### src/rtl/shift_pkg.sv
// Shared types and constants for the multi-cycle right shifter.
//   state_e      : controller states IDLE / SHIFT / DONE
//   fill_mode_e  : what enters the vacated MSBs (zeros, ones from sign, rotated-out bits)
//   DEF_*        : default operand / shift-amount widths
//   STEP_*       : legal per-cycle step sizes, with a checker function
package shift_pkg;

    typedef enum logic [1:0] {
        IDLE  = 2'd0,
        SHIFT = 2'd1,
        DONE  = 2'd2
    } state_e;

    // FILL_SIGN means "fill with ones": it is only selected for a negative SRA operand.
    typedef enum logic [1:0] {
        FILL_ZERO = 2'd0,
        FILL_SIGN = 2'd1,
        FILL_ROT  = 2'd2
    } fill_mode_e;

    localparam int unsigned DEF_WIDTH   = 32;
    localparam int unsigned DEF_SHAMT_W = 5;

    localparam int unsigned STEP_1 = 1;
    localparam int unsigned STEP_2 = 2;
    localparam int unsigned STEP_4 = 4;
    localparam int unsigned STEP_8 = 8;

    function automatic bit step_legal(input int unsigned step);
        return (step == STEP_1) || (step == STEP_2) || (step == STEP_4) || (step == STEP_8);
    endfunction

endpackage

### src/rtl/shr_step.sv
// Combinational single-step right shifter.
//   acc_i  : word to shift
//   k_i    : shift distance for this step, 0..STEP (0 passes acc_i through)
//   mode_i : fill mode for the vacated MSBs
//   res_o  : shifted word
module shr_step
    import shift_pkg::*;
#(
    parameter int unsigned WIDTH = DEF_WIDTH,
    parameter int unsigned STEP  = STEP_1,
    localparam int unsigned KW   = $clog2(STEP + 1)
) (
    input  logic [WIDTH-1:0] acc_i,
    input  logic [KW-1:0]    k_i,
    input  fill_mode_e       mode_i,
    output logic [WIDTH-1:0] res_o
);

    // Only STEP+1 distinct distances exist, so a small mux of constant shifts
    // is cheaper than a general barrel shifter.
    always_comb begin
        res_o = acc_i;
        for (int unsigned j = 1; j <= STEP; j++) begin
            if (k_i == KW'(j)) begin
                unique case (mode_i)
                    FILL_ROT:  res_o = (acc_i >> j) | (acc_i << (WIDTH - j));
                    FILL_SIGN: res_o = (acc_i >> j) | ~({WIDTH{1'b1}} >> j);
                    default:   res_o = acc_i >> j;
                endcase
            end
        end
    end

endmodule

### src/rtl/shift_right_unit.sv
// Multi-cycle right shifter (SRL / SRA / SRLV / SRAV), STEP bits per cycle.
//   clk, rst  : clock, synchronous active-high reset
//   start_i   : request, accepted in IDLE or DONE
//   val_i     : operand
//   shamt_i   : shift amount, 0..WIDTH-1
//   arith_i   : 1 = sign fill, 0 = zero fill
//   rot_i     : 1 = rotate right (only when SHIFT_RIGHT_ROTATE_EN is defined)
//   busy_o    : high while shifting
//   done_o    : one-cycle pulse, result_o valid
//   result_o  : shifted value, held until the next accepted request
// Optional feature macro: SHIFT_RIGHT_ROTATE_EN adds rot_i and the ROTR mode.
module shift_right_unit
    import shift_pkg::*;
#(
    parameter int unsigned WIDTH   = DEF_WIDTH,
    parameter int unsigned SHAMT_W = DEF_SHAMT_W,
    parameter int unsigned STEP    = STEP_1
) (
    input  logic               clk,
    input  logic               rst,
    input  logic               start_i,
    input  logic [WIDTH-1:0]   val_i,
    input  logic [SHAMT_W-1:0] shamt_i,
    input  logic               arith_i,
`ifdef SHIFT_RIGHT_ROTATE_EN
    input  logic               rot_i,
`endif
    output logic               busy_o,
    output logic               done_o,
    output logic [WIDTH-1:0]   result_o
);

    localparam int unsigned KW = $clog2(STEP + 1);

    state_e             state_q, state_d;
    logic [WIDTH-1:0]   acc_q, acc_d;
    logic [SHAMT_W-1:0] cnt_q, cnt_d;
    fill_mode_e         mode_q, mode_d;

    logic               rot_req;
    logic               accept;
    logic [KW-1:0]      k;
    logic [WIDTH-1:0]   step_res;

`ifdef SHIFT_RIGHT_ROTATE_EN
    assign rot_req = rot_i;
`else
    assign rot_req = 1'b0;
`endif

    assign accept = start_i && ((state_q == IDLE) || (state_q == DONE));

    // k = min(STEP, cnt)
    always_comb begin
        if (32'(cnt_q) >= STEP) begin
            k = KW'(STEP);
        end else begin
            k = KW'(cnt_q);
        end
    end

    shr_step #(
        .WIDTH (WIDTH),
        .STEP  (STEP)
    ) u_shr_step (
        .acc_i  (acc_q),
        .k_i    (k),
        .mode_i (mode_q),
        .res_o  (step_res)
    );

    always_comb begin
        state_d = state_q;
        acc_d   = acc_q;
        cnt_d   = cnt_q;
        mode_d  = mode_q;
        case (state_q)
            IDLE, DONE: begin
                if (accept) begin
                    acc_d = val_i;
                    cnt_d = shamt_i;
                    // Rotate overrides arith; a non-negative SRA is just a zero fill.
                    if (rot_req) begin
                        mode_d = FILL_ROT;
                    end else if (arith_i && val_i[WIDTH-1]) begin
                        mode_d = FILL_SIGN;
                    end else begin
                        mode_d = FILL_ZERO;
                    end
                    state_d = (shamt_i == '0) ? DONE : SHIFT;
                end else if (state_q == DONE) begin
                    state_d = IDLE;
                end
            end
            SHIFT: begin
                acc_d = step_res;
                cnt_d = cnt_q - SHAMT_W'(k);
                if (32'(cnt_q) <= STEP) begin
                    state_d = DONE;
                end
            end
            default: state_d = IDLE;
        endcase
    end

    always_ff @(posedge clk) begin
        if (rst) begin
            state_q <= IDLE;
            acc_q   <= '0;
            cnt_q   <= '0;
            mode_q  <= FILL_ZERO;
        end else begin
            state_q <= state_d;
            acc_q   <= acc_d;
            cnt_q   <= cnt_d;
            mode_q  <= mode_d;
        end
    end

    assign busy_o   = (state_q == SHIFT);
    assign done_o   = (state_q == DONE);
    assign result_o = acc_q;

endmodule

### config.mk
export PLATFORM = sky130hd
export DESIGN_NAME = shift_right_unit
export DESIGN_NICKNAME = d
export VERILOG_FILES = /design/src/rtl/shift_pkg.sv /design/src/rtl/shr_step.sv /design/src/rtl/shift_right_unit.sv
export SDC_FILE = /design/constraint.sdc
export NUM_CORES = 1
export LEC_CHECK = 0
export ABC_AREA = 1
export ABC_CLOCK_PERIOD_IN_PS = 4200
export BUFFER_PORTS_ARGS = -buffer_cell sky130_fd_sc_hd__buf_4
export CORE_MARGIN = 2
export CORE_UTILIZATION = 45
export CTS_BUF_LIST = sky130_fd_sc_hd__clkbuf_8
export CTS_CLUSTER_SIZE = 8
export DETAILED_ROUTE_END_ITERATION = 7
export GPL_TIMING_DRIVEN = 0
export PLACE_DENSITY = 0.78
export SLEW_MARGIN = 20
export SYNTH_ARGS = -nofsm -noshare
export SYNTH_HDL_FRONTEND = slang
export SYNTH_HIERARCHICAL = 1
export SYNTH_SLANG_ARGS = --single-unit
### constraint.sdc
create_clock -name clk -period 4.2 [get_ports clk]
set_input_delay 0.63 -clock clk [delete_from_list [all_inputs] [get_ports clk]]
set_output_delay 0.63 -clock clk [all_outputs]
set_load 0.05 [all_outputs]
==> results.md, run 1 <==
- The flow ran to the end, and the final reports show no timing, DRC or antenna violations.
- For this design the ratio of total power to cell area is 451.2 nW/um^2.
- The tree is rooted in a sky130_fd_sc_hd__clkbuf_8.
- The setup violation total in the final timing report is 0.
- At the end of routability-driven placement, the weighted congestion stood at 0.9077.
- The die boundary height is 75.76 um.
- The worst-case IR drop observed on VDD is 0.2571 mV.
- Across all layers, the routed design uses 2558 vias.
- The arrival time at the worst endpoint is 1.32 ns.
- The worst hold path endpoint is mode_q[0].
- A synthesized cell averages 6.938 um^2.
- The final hold violation count is 0.
- The setup total negative slack is 0 ns.
- In this run the horizontal extent of the chip is 75.76 um.
- Entering global routing, the biggest net connects 14 pins.
- Counting stages on the worst path, the most repeated cell is sky130_fd_sc_hd__buf_4.
- The number of hold buffers added after CTS was 0.
- The met2 routing resource usage after global routing is 0.3621.
- The critical path goes through nand2_2, inv_2, buf_4, buf_4.
- The most utilized layer in the global route result is met2.
- In this run the critical register-to-register path is launched from cnt_q[2].
- The number of detailed-route iterations in the first pass is 4.
- The count of fill cells added during filler insertion is 461.
- The met3 usage in global routing is 0.06878.
- The max-capacitance violation count is 0.
- The detail route stage leaves a number of antenna-violating nets equal to 0.
- The met1 demand-to-capacity share in global routing is 0.3028.
- The startpoint kind of the worst setup timing path is a flop.
- The cell area that synthesis handed to floorplanning was 2317 um^2.
- Between clock sinks in the finished design, the worst skew comes to 0.005859 ns.
- In the final layout, the share of cells above drive strength 1 is 0.3070.
- Data on the critical path is required at its endpoint by 3.57 ns.
- The worst reg2reg path depth is 10.
- The area growth from synthesis to layout is 32.72%.
- Ranked by instance count, the synthesized netlist is headed by 118 x sky130_fd_sc_hd__nand2_1, 40 x sky130_fd_sc_hd__dfxtp_1, 28 x sky130_fd_sc_hd__a21oi_1.
- The number of buffers created by CTS is 5.
- The core region area is 5042 um^2.
- The initial antenna violation count is 0.
- The first global-routing pass estimated 10320 um of wire.
- The CTS clock-pin slew for the worst setup and hold paths is 0.08 ns.
- The per-cell via count in the routed design is 5.253.
- The detailed-route wire length per cell is 13.30 um.
- The number of global-route vias before repair is 2368.
- For flop-to-flop paths, the worst setup slack is 2.58 ns.
- By area the synthesized netlist is led by sky130_fd_sc_hd__dfxtp_1 35%, sky130_fd_sc_hd__nand2_1 19%, sky130_fd_sc_hd__o22ai_1 6.5%.
- The analysis attributes to cell leakage a power of 0.001512 uW.
- For this run, design rule violations remaining after detail routing come to 0.
- The post-synthesis async set-or-reset flop share is 0.
- After detailed routing, the total wire length is 6476 um.
- For this design, the slowest cell found on the critical path is sky130_fd_sc_hd__dfxtp_1.
- The initial DRC count is 153.
- The most area-hungry cell type in the Yosys netlist is sky130_fd_sc_hd__dfxtp_1.
- The area share of the largest cell type after synthesis is 0.3456.
- The net count reported at finish is 460.
- The yosys synthesis warning count is 6.
- The capturing point of the worst reg2reg path is result_o[22].
- The clock drives 40 sinks.
- The worst setup path is of the flop to primary output kind.
- The count of pins over their slew limit is 0.
- In the post-synthesis netlist, the cell with the most instances is sky130_fd_sc_hd__nand2_1.
- The final-layout worst hold slack is 0.5011 ns.
- Of the available clock period, the critical path in the final layout requires 0.4641.
- The share of the Yosys chip area taken by registers is 0.3456.
- STA classifies the critical path endpoint as a primary output.
- The floorplan has 26 rows.
- The clock tree from TritonCTS is done.
- The clock period minus final worst setup slack is 1.949 ns.
- Of all nets on the critical path, the largest fanout is 10.
- Setup repair after global routing left no endpoint under its margin.
- Buffers placed on the I/O ports in this run total 74.
- The most frequently used flop master after synthesis is sky130_fd_sc_hd__dfxtp_1.
- The largest incremental delay on the critical path is 0.37 ns.
- Summed over all layers, the global routing overflow is 0.
- The worst hold path begins at mode_q[0].
- The number of antenna diodes in the final layout is 0.
- After synthesis, the netlist uses 27 different library cells.
- The number of flops mapped to enable cells by yosys is 0.
- Counting along the longest clock path gives a buffer depth of 2.
- The die covers 5740 um^2.
- The total of cells resized after clock tree synthesis is 0.
- The count of mapped cells out of synthesis is 334.
- The path class of the tightest hold or removal check is flop to flop.
- The H-tree depth is 2.
- Synthesis inferred 40 register bits.
- Summed over all nets, the half-perimeter wirelength after detailed placement is 4638 um.
- Across every metal layer, demand over resource in global routing totals 0.2284.
- The maximum clock frequency is 513.0 MHz.
- Counting instances, the worst hold path has a depth of 2.
- The number of setup buffers added after CTS is 0.
- For this configuration, the core starts out at a cell density of 0.4596.
- The clock latency at the later pin of the worst-skew pair is 0.30 ns.
- The number of top-level pins is 75.
-- stage by stage --
stage | cells | area (um^2) | setup WS, ns | total power, uW | utilization
floorplan | 335 | 2321 | 2.589 | 902.3 | -
global placement | 479 | 2964 | 2.584 | 1065 | 0.5878
detailed placement | 479 | 2964 | 2.567 | 1076 | 0.5878
CTS | 487 | 3075 | 2.241 | 1391 | 0.6099
global route | 487 | 3075 | 2.193 | 1462 | 0.6099
finish | 487 | 3075 | 2.251 | 1388 | 0.6099
-- final cells by class --
cell class | count | area [um^2] | area share
Buffer | 24 | 181.4 | 0.05899
Clock buffer | 5 | 68.82 | 0.02238
Clock inverter | 3 | 42.54 | 0.01383
Inverter | 20 | 75.07 | 0.02441
Multi-Input combinational cell | 251 | 1264 | 0.4109
Sequential cell | 40 | 800.8 | 0.2604
Tap cell | 70 | 87.58 | 0.02848
Timing Repair Buffer | 74 | 555.5 | 0.1806
-- where the power goes --
part	total (uW)	internal, uW	switching [uW]
clock	317	176	141
sequential	475	427	47.4
combinational	596	209	387
-- registers in the layout (all words and copies together) (netlist names) --
signal / count
cnt_q: 5
state_q: 2
mode_q: 1
result_o: 32
-- critical path: cells and delay by family (launching register included) --
family                 cells  cell delay [ns]
flip-flops                 1             0.37
AND/OR/NAND/NOR            1             0.13
buffers and inverters      3             0.53
-- metal layers --
layer / part of all wire / routed length [um]
met1: 0.45 / 2918
met2: 0.47 / 3065
met3: 0.070 / 454
met4: 0.0059 / 38
met5: 0 / 0
-- cell families (layout without fill, tap and decap cells) --
group | after synthesis | count (layout) | synth area share
other cells | 1 | 2 | 0.001618
compound gates | 104 | 104 | 0.2781
flops | 40 | 40 | 0.3456
xor+xnor | 1 | 1 | 0.003780
simple gates | 141 | 141 | 0.2441
buf+inv | 44 | 126 | 0.1107
fa+ha+maj | 3 | 3 | 0.01620
-- cell usage in the layout (no fill, tap or decap), types with 2 or more instances in the layout --
cell type and instances:
sky130_fd_sc_hd__a21oi_1 28, sky130_fd_sc_hd__a21oi_2 8, sky130_fd_sc_hd__buf_2 9, sky130_fd_sc_hd__buf_4 75, sky130_fd_sc_hd__buf_6 10, sky130_fd_sc_hd__clkbuf_1 3, sky130_fd_sc_hd__clkbuf_8 5, sky130_fd_sc_hd__conb_1 2
sky130_fd_sc_hd__dfxtp_1 40, sky130_fd_sc_hd__ha_1 3, sky130_fd_sc_hd__inv_1 15, sky130_fd_sc_hd__inv_2 5, sky130_fd_sc_hd__nand2_1 118, sky130_fd_sc_hd__nand2_4 2, sky130_fd_sc_hd__nand3_1 5, sky130_fd_sc_hd__nand4_1 2
sky130_fd_sc_hd__nor2_1 11, sky130_fd_sc_hd__o21ai_0 22, sky130_fd_sc_hd__o21ai_1 12, sky130_fd_sc_hd__o22ai_1 24, sky130_fd_sc_hd__o22ai_2 8
-- worst max path at each step --
stage | start | endpoint | slack [ns] | depth (start not counted)
after floorplan | state_q[1] | done_o | 2.59 | 2
after global placement | state_q[0] | busy_o | 2.58 | 4
after detailed placement | state_q[0] | busy_o | 2.57 | 4
after CTS | state_q[0] | busy_o | 2.24 | 4
after global routing | state_q[0] | busy_o | 2.19 | 4
final | state_q[0] | busy_o | 2.25 | 4
(Power assumes the default switching activity.)
==> run 2, diff against run 1 <==
Settings changed: ABC_AREA 1 to 0, ABC_CLOCK_PERIOD_IN_PS 4200 to 1600, PLACE_DENSITY 0.78 to 0.81.
Clock period 4.2 ns to 1.6 ns, I/O delays scaled along.
==> results.md, run 2 <==
- The startpoint identified for the worst register-to-register timing path is cnt_q[4].
- The cell depth of the worst min-delay path is 3.
- In the routed design, unresolved DRC markers number 0.
- In the post-route analysis, the smallest setup slack over all paths is -0.06186 ns.
- The CTS clock-pin slew for the worst setup and hold paths is 0.08 ns.
- The die boundary height is 76.09 um.
- The later pin in the worst-skew pair is clocked with a latency of 0.28 ns.
- Dividing total power by cell area gives a power density of 1035 nW/um^2.
- TritonCTS built the clock tree.
- The routed design uses 3205 um of met2 wire.
- The clock drives 40 sinks.
- The maximum number of pins on one net before global-route repair is 12.
- The number of buffers inserted for hold repair after clock tree synthesis is 0.
- After synthesis, the largest family of logic cells by area is simple AND/OR/NAND/NOR gates.
- In the final routed layout, each cell accounts on average for 14.70 um.
- Summed over all layers, the global routing overflow is 0.
- The initial DRC count is 148.
- The worst reg2reg path depth is 7.
- The number of buffer cells added on primary ports is 73.
- The top cell types in the final layout, fill and taps aside, are 78 x sky130_fd_sc_hd__buf_4, 52 x sky130_fd_sc_hd__nand2_1, 41 x sky130_fd_sc_hd__nor2_1.
- Synthesis produced 271 cells.
- The clock period minus final worst setup slack is 1.662 ns.
- STA puts the critical path data required time at 1.74 ns.
- After synthesis, the most frequently instantiated cells are 65 x sky130_fd_sc_hd__nand2_1, 41 x sky130_fd_sc_hd__nor2_1, 40 x sky130_fd_sc_hd__dfxtp_1.
- Across the run, the number of max-cap violations was 0.
- The final reports fail on setup timing.
- The region available for standard cell placement spans 5075 um^2.
- Dividing the detail-routed via count by the number of cells gives 5.418.
- The slack of the worst reg-to-reg path is -0.06 ns.
- The detailed router used layers up to and including met4.
- The post-synthesis async set-or-reset flop share is 0.
- The H-tree depth is 2.
- Of the total synthesized cell area, the portion taken by XOR and XNOR cells is 0.
- Static timing analysis puts the maximum clock frequency at 601.7 MHz.
- The number of detailed-route iterations in the first pass is 4.
- The fraction of synthesized area in multiplexers is 0.1958.
- In the global route stage, overall resource usage came out at 0.2123.
- The number of flops mapped to enable cells by yosys is 0.
- The path class of the tightest hold or removal check is primary input to flop.
- By area the synthesized netlist is led by sky130_fd_sc_hd__dfxtp_1 34%, sky130_fd_sc_hd__mux2_4 19%, sky130_fd_sc_hd__a311oi_1 12%.
- The maximum buffer depth of the clock tree is 2.
- The initial antenna violation count is 0.
- The complex-gate fraction of the synthesized area was 0.1594.
- The area growth from synthesis to layout is 42.59%.
- The final core utilization is 0.6571.
- The post-route clock period utilization is 1.039.
- Clock tree synthesis inserted a total of 5 buffers.
- Routability-driven placement finished with a final weighted congestion of 0.8691.
- The most area-hungry cell type in the Yosys netlist is sky130_fd_sc_hd__dfxtp_1.
- The die covers 5789 um^2.
- In the detailed route, the total length drawn on met3 is 331 um.
- The most frequently used cell type in the post-synthesis netlist is sky130_fd_sc_hd__nand2_1.
- The timing endpoint of the critical path is result_o[4].
- The final standard cell area without fillers is 3334 um^2.
- The cell with the biggest individual delay on the critical path is sky130_fd_sc_hd__dfxtp_2.
- The share of synthesized area in the top cell type comes to 0.3424.
- The setup violation total in the final timing report is 31.
- The library cell used most frequently in the layout, excluding fill and tap cells, is sky130_fd_sc_hd__buf_4.
- The clock skew after layout is 0.007168 ns.
- The post-synthesis simple-gate area fraction is 0.2103.
- The via count is 2335.
- The critical path capture point type is a flop.
- The largest incremental delay on the critical path is 0.35 ns.
- Synthesis inferred 40 register bits.
- The mapped netlist covers 2338 um^2.
- The starting density of the core is 0.4608.
- The repair_antennas step left the layout with diodes totalling 0.
- The count of non-filler cells in the finished layout is 431.
- The number of library cell types mapped by synthesis is 32.
- The total wire length after detailed routing is 6337 um.
- Setup repair after global routing could not meet its margin everywhere.
- STA classifies the critical path startpoint as a flop.
- STA puts the critical path data arrival time at 1.80 ns.
- The yosys synthesis warning count is 6.
- The flow ran to the end, but the final reports show violations.
- Of the total synthesized cell area, the portion taken by full adders, half adders and majority gates is 0.01605.
- The final hold violation count was 0.
- For this run, the leading register cell type out of synthesis is sky130_fd_sc_hd__dfxtp_1.
- The site row count is 26.
- The remaining max-slew budget at the tightest pin is 0.5774.
- The highest net fanout along the worst path is 6.
- For this design the static power due to leakage is 0.001445 uW.
- The critical path is of the flop to flop type.
- The critical path starts at cnt_q[4].
- The register with the most flip-flops in the layout has 32 of them.
- The placed instance area is 2997 um^2.
- The net count reported at finish is 405.
- The endpoint identified for the worst register-to-register timing path is result_o[4].
- For the pin with the worst max-slew slack, the measured transition is 0.6340 ns.
- The critical path goes through nor4_4, nand2b_1, buf_6, clkbuf_16, mux2_4, nand2_1, a311oi_2.
- From left edge to right edge, the die measures 76.09 um.
- The first global-routing pass estimated 10360 um of wire.
- Once placement completed, the tool counted placed cells totaling 415.
- The tree is rooted in a sky130_fd_sc_hd__clkbuf_8.
- After detailed routing, the wire length on met1 is 2761 um.
- The detailed-placement wirelength estimate is 4255 um.
- The count of pins over their slew limit is 0.
- The synthesized area per cell is 8.629 um^2.
- The number of global-route vias before repair is 2239.
- The sequential-to-total area share from yosys stat is 0.3424.
- IR analysis of the VDD net gives a maximum drop of 0.6354 mV.
- The setup slack at placement is -0.1425 ns.
- The number of nets still failing antenna checks after routing is 0.
- The fraction of layout instances using a drive strength above 1 is 0.4460.
- The number of top-level pins is 75.
## run 2: cell count changes in the layout (fill, tap and decap cells not counted), sizes merged, moves of 31 or more
cell and delta:
o22ai -31, o21ai -33, mux2 +31, a21oi -31, nand2 -56, a311oi +31
## run 2: where the power goes
part / internal, uW / switching [uW]
Clock: 291 / 342
Sequential: 1100 / 114
Combinational: 773 / 832
## run 2: what timing repair did
item | CTS | global route
pin swaps | 5 | 4
cloned | 1 | 1
resized for setup | 14 | 28
buffers inserted | 6 | 1
endpoints found under the hold margin | 0 | 0
endpoints found under the setup margin | 34 | 37
## run 2: area by class of cell
cell class	count	area, um^2
Fill cell	471	1740
Multi-Input combinational cell	203	1508
Sequential cell	40	808.3
Timing Repair Buffer	82	660.6
Buffer	23	165.2
Tap cell	70	87.58
Clock buffer	5	68.82
Inverter	6	27.53
Clock inverter	2	8.758
## run 2: metrics by stage
stage	hold slack, ns	power (uW)	TNS, ns
after floorplan	0.3919	2267	-0.06879
after global placement	0.4630	2590	-2.640
after detailed placement	0.4701	2618	-3.231
after CTS	0.2155	3351	-1.011
after global routing	0.2348	3616	-4.334
final	0.2080	3451	-1.063
## run 2: cells by family after synthesis
group / after synthesis
simple gates: 121
compound gates: 46
flops: 40
mux: 31
buf+inv: 29
fa+ha+maj: 3
other cells: 1
## run 2: how the worst min path moves through the flow
stage / from / to
finish: shamt_i[1] / cnt_q[1]
global route: shamt_i[0] / cnt_q[0]
CTS: shamt_i[1] / cnt_q[1]
detailed placement: mode_q[0] / mode_q[0]
global placement: mode_q[0] / mode_q[0]
floorplan: val_i[31] / mode_q[0]
## run 2: worst max-delay path: cells and delay by family, from the launching register on
kind            cells  cell delay, ns
compound gates      1            0.09
flops               1            0.35
simple gates        3            0.46
mux                 1            0.29
buf+inv             2            0.32
## run 2: layer usage
metal,GRT usage,vias up
met3,0.04502,4
met4,0.05091,0
met5,0,-
met2,0.3688,74
met1,0.2700,1123
li1,-,1134
==> run 3, diff against run 2 <==
Settings changed: ABC_AREA 0 to 1, CELL_PAD_IN_SITES_DETAIL_PLACEMENT from default to 0, CELL_PAD_IN_SITES_GLOBAL_PLACEMENT from default to 1, CORE_ASPECT_RATIO from default to 0.75, CORE_UTILIZATION 45 to 33, PLACE_DENSITY 0.81 to 0.85.
==> results.md, run 3 (synthesis results as in run 1) <==
- The worst setup path is launched from a flop.
- The max-capacitance violation count is 0.
- The number of nets still failing antenna checks after routing is 0.
- The width of the die is 100.8 um.
- The wire length of the first global-routing pass is 11870 um.
- The required time reported for the critical path endpoint is 1.84 ns.
- At the later pin of the worst-skew pair, clock insertion delay measures 0.30 ns.
- The critical path startpoint is cnt_q[1].
- The timing endpoint of the critical path is cnt_q[2].
- The number of buffers created by CTS is 5.
- The critical path in this run is classified as flop to flop.
- Counting cells, the worst reg-to-reg path comes to 10.
- The die boundary height is 76.57 um.
- The count of fill cells added during filler insertion is 708.
- After routing the design area is 3143 um^2.
- Setup repair after global routing left no endpoint under its margin.
- The routability congestion estimate from global placement is 0.8243.
- The core region area is 6799 um^2.
- The path class of the tightest hold or removal check is primary input to flop.
- The maximum clock frequency is 671.8 MHz.
- The detailed router placed 2535 vias in this run.
- The run finished with clean final reports.
- The HPWL after detailed placement is 5117 um.
- The number of sinks handled by clock tree synthesis is 40.
- Detailed routing placed a total of 3236 um of wire on met2.
- At the worst endpoint, the arrival time is 1.73 ns.
- Input and output buffers added on the ports amount to 74.
- The most common cell after layout, fill and taps aside is sky130_fd_sc_hd__nand2_1.
- In this run the worst path has a maximum fanout of 3.
- TritonCTS built the clock tree.
- The length of routed wiring on met1 is 3507 um.
- The count of inserted antenna diode cells is 0.
- The number of top-level pins is 75.
- Of the cells placed in the final design, the portion with a size suffix greater than 1 is 0.3270.
- Row generation in the floorplan step produced 26 rows.
- The highest layer touched by signal routing is met4.
- Global routing finished with a remaining overflow of 0.
- The CTS clock-pin slew for the worst setup and hold paths is 0.08 ns.
- Of the available clock period, the critical path in the final layout requires 0.9303.
- The final routed DRC violation total is 0.
- The area growth from synthesis to layout is 35.64%.
- For this run, the total global-route usage over all layers was measured as 0.1902.
- Entering global routing, the biggest net connects 13 pins.
- The die covers 7715 um^2.
- The starting density of the core is 0.3408.
- In the layout the commonest cells are 115 x sky130_fd_sc_hd__nand2_1, 77 x sky130_fd_sc_hd__buf_4, 38 x sky130_fd_sc_hd__dfxtp_1.
- The cell at the root of the clock tree is sky130_fd_sc_hd__clkbuf_8.
- The count of pins over their slew limit came to 0.
- The worst path in the final design needs a cycle of 1.489 ns, including I/O delays and setup.
- Counting along the longest clock path gives a buffer depth of 2.
- The initial DRC count is 173.
- The number of global-route vias before repair is 2392.
- The worst IR drop on VDD is 0.4356 mV.
- The initial antenna violation count is 0.
- The H-tree depth is 2.
- The detailed-route wire length per cell is 14.44 um.
- The final hold violation count is 0.
- The leakage power of the design is 0.001528 uW.
- Using the TritonRoute via totals, the vias-per-cell ratio works out to 5.040.
- The clock skew after layout is 0.005685 ns.
- The critical path capture point type is a flop.
- The setup violation total in the final timing report is 0.
- In this run the critical register-to-register path is launched from cnt_q[1].
- The flip-flop count of the largest register after layout is 32.
- The placed instance area is 2982 um^2.
- Summing internal, switching and leakage power gives 3638 uW.
- Hold repair after CTS inserted 0 buffers.
- The net count reported at finish is 462.
- The worst register-to-register path ends at cnt_q[2].
- The total wire length after detailed routing is 7261 um.
- The slack of the worst reg-to-reg path is 0.11 ns.
- The first TritonRoute pass finished after 4 iterations.
- For this design the ratio of total power to cell area is 1158 nW/um^2.
- Summed over all nets, wire length on met3 after detailed routing comes to 462 um.
[run 3: cell count changes in the layout (fill, tap and decap cells not counted), moves of 12 or more]
cell	delta
sky130_fd_sc_hd__a21oi_1	+23
sky130_fd_sc_hd__o21ai_1	+12
sky130_fd_sc_hd__a311oi_1	-21
sky130_fd_sc_hd__o21ai_0	+21
sky130_fd_sc_hd__nand2_1	+63
sky130_fd_sc_hd__o22ai_1	+23
sky130_fd_sc_hd__mux2_4	-31
sky130_fd_sc_hd__nor2_1	-31
[run 3: power breakdown]
group	leakage, uW	total, uW	switching [uW]	internal (uW)
clock	0.0000510	722	377	345
sequential	0.000332	1250	128	1120
combinational	0.00115	1670	1060	609
[run 3: worst min path at each step]
stage / start / endpoint / cells past startpoint
2_1_floorplan: rst / cnt_q[4] / 1
3_3_place_gp: rst / cnt_q[4] / 2
3_5_place_dp: rst / result_o[31] / 2
4_1_cts: rst / result_o[31] / 2
5_1_grt: rst / cnt_q[4] / 2
6_report: rst / cnt_q[4] / 2
[run 3: worst max-delay path, cell delays in order, from the launching register on]
cell and delay, ns:
sky130_fd_sc_hd__dfxtp_1 0.37, sky130_fd_sc_hd__inv_1 0.09, sky130_fd_sc_hd__nand2_2 0.12, sky130_fd_sc_hd__nor2_4 0.05
sky130_fd_sc_hd__nor2_1 0.16, sky130_fd_sc_hd__ha_2 0.24, sky130_fd_sc_hd__xor2_1 0.15, sky130_fd_sc_hd__nand2_1 0.06
sky130_fd_sc_hd__o211ai_1 0.07, sky130_fd_sc_hd__nand2_1 0.07, sky130_fd_sc_hd__inv_1 0.07
[run 3: through the flow]
stage	utilization	worst slack (ns)	TNS, ns	std cells	hold slack, ns
after floorplan	-	0.2730	0	335	0.3091
after global placement	0.4385	-0.01872	-0.05956	493	0.4791
after detailed placement	0.4385	-0.04195	-0.4641	493	0.4751
after CTS	0.4522	-0.06080	-1.161	501	0.1561
after global routing	0.4623	0.01300	0	503	0.1586
final	0.4623	0.1115	0	503	0.1561
[run 3: layout make-up]
cell class | count | area, um^2 | area share
well taps | 84 | 105.1 | 0.03344
plain buffers | 24 | 209.0 | 0.06648
flip-flops and latches | 40 | 803.3 | 0.2556
clock buffers | 6 | 82.58 | 0.02627
inverters | 20 | 77.57 | 0.02468
clock inverters | 2 | 10.01 | 0.003185
repair buffers | 76 | 574.3 | 0.1827
multi-input cells | 251 | 1281 | 0.4076
[run 3: routing by layer]
metal,global-route usage,up-vias
met5,0,-
li1,-,1280
met4,0.03973,0
met3,0.03853,7
met2,0.2887,80
met1,0.2765,1168
[run 3: repair_timing]
| action | 4_1_cts | 5_1_grt |
|---|---|---|
| gates resized for setup | 0 | 23 |
| endpoints found under the setup margin | 30 | 33 |
| buffers inserted | 0 | 2 |
| pin swaps | 0 | 2 |
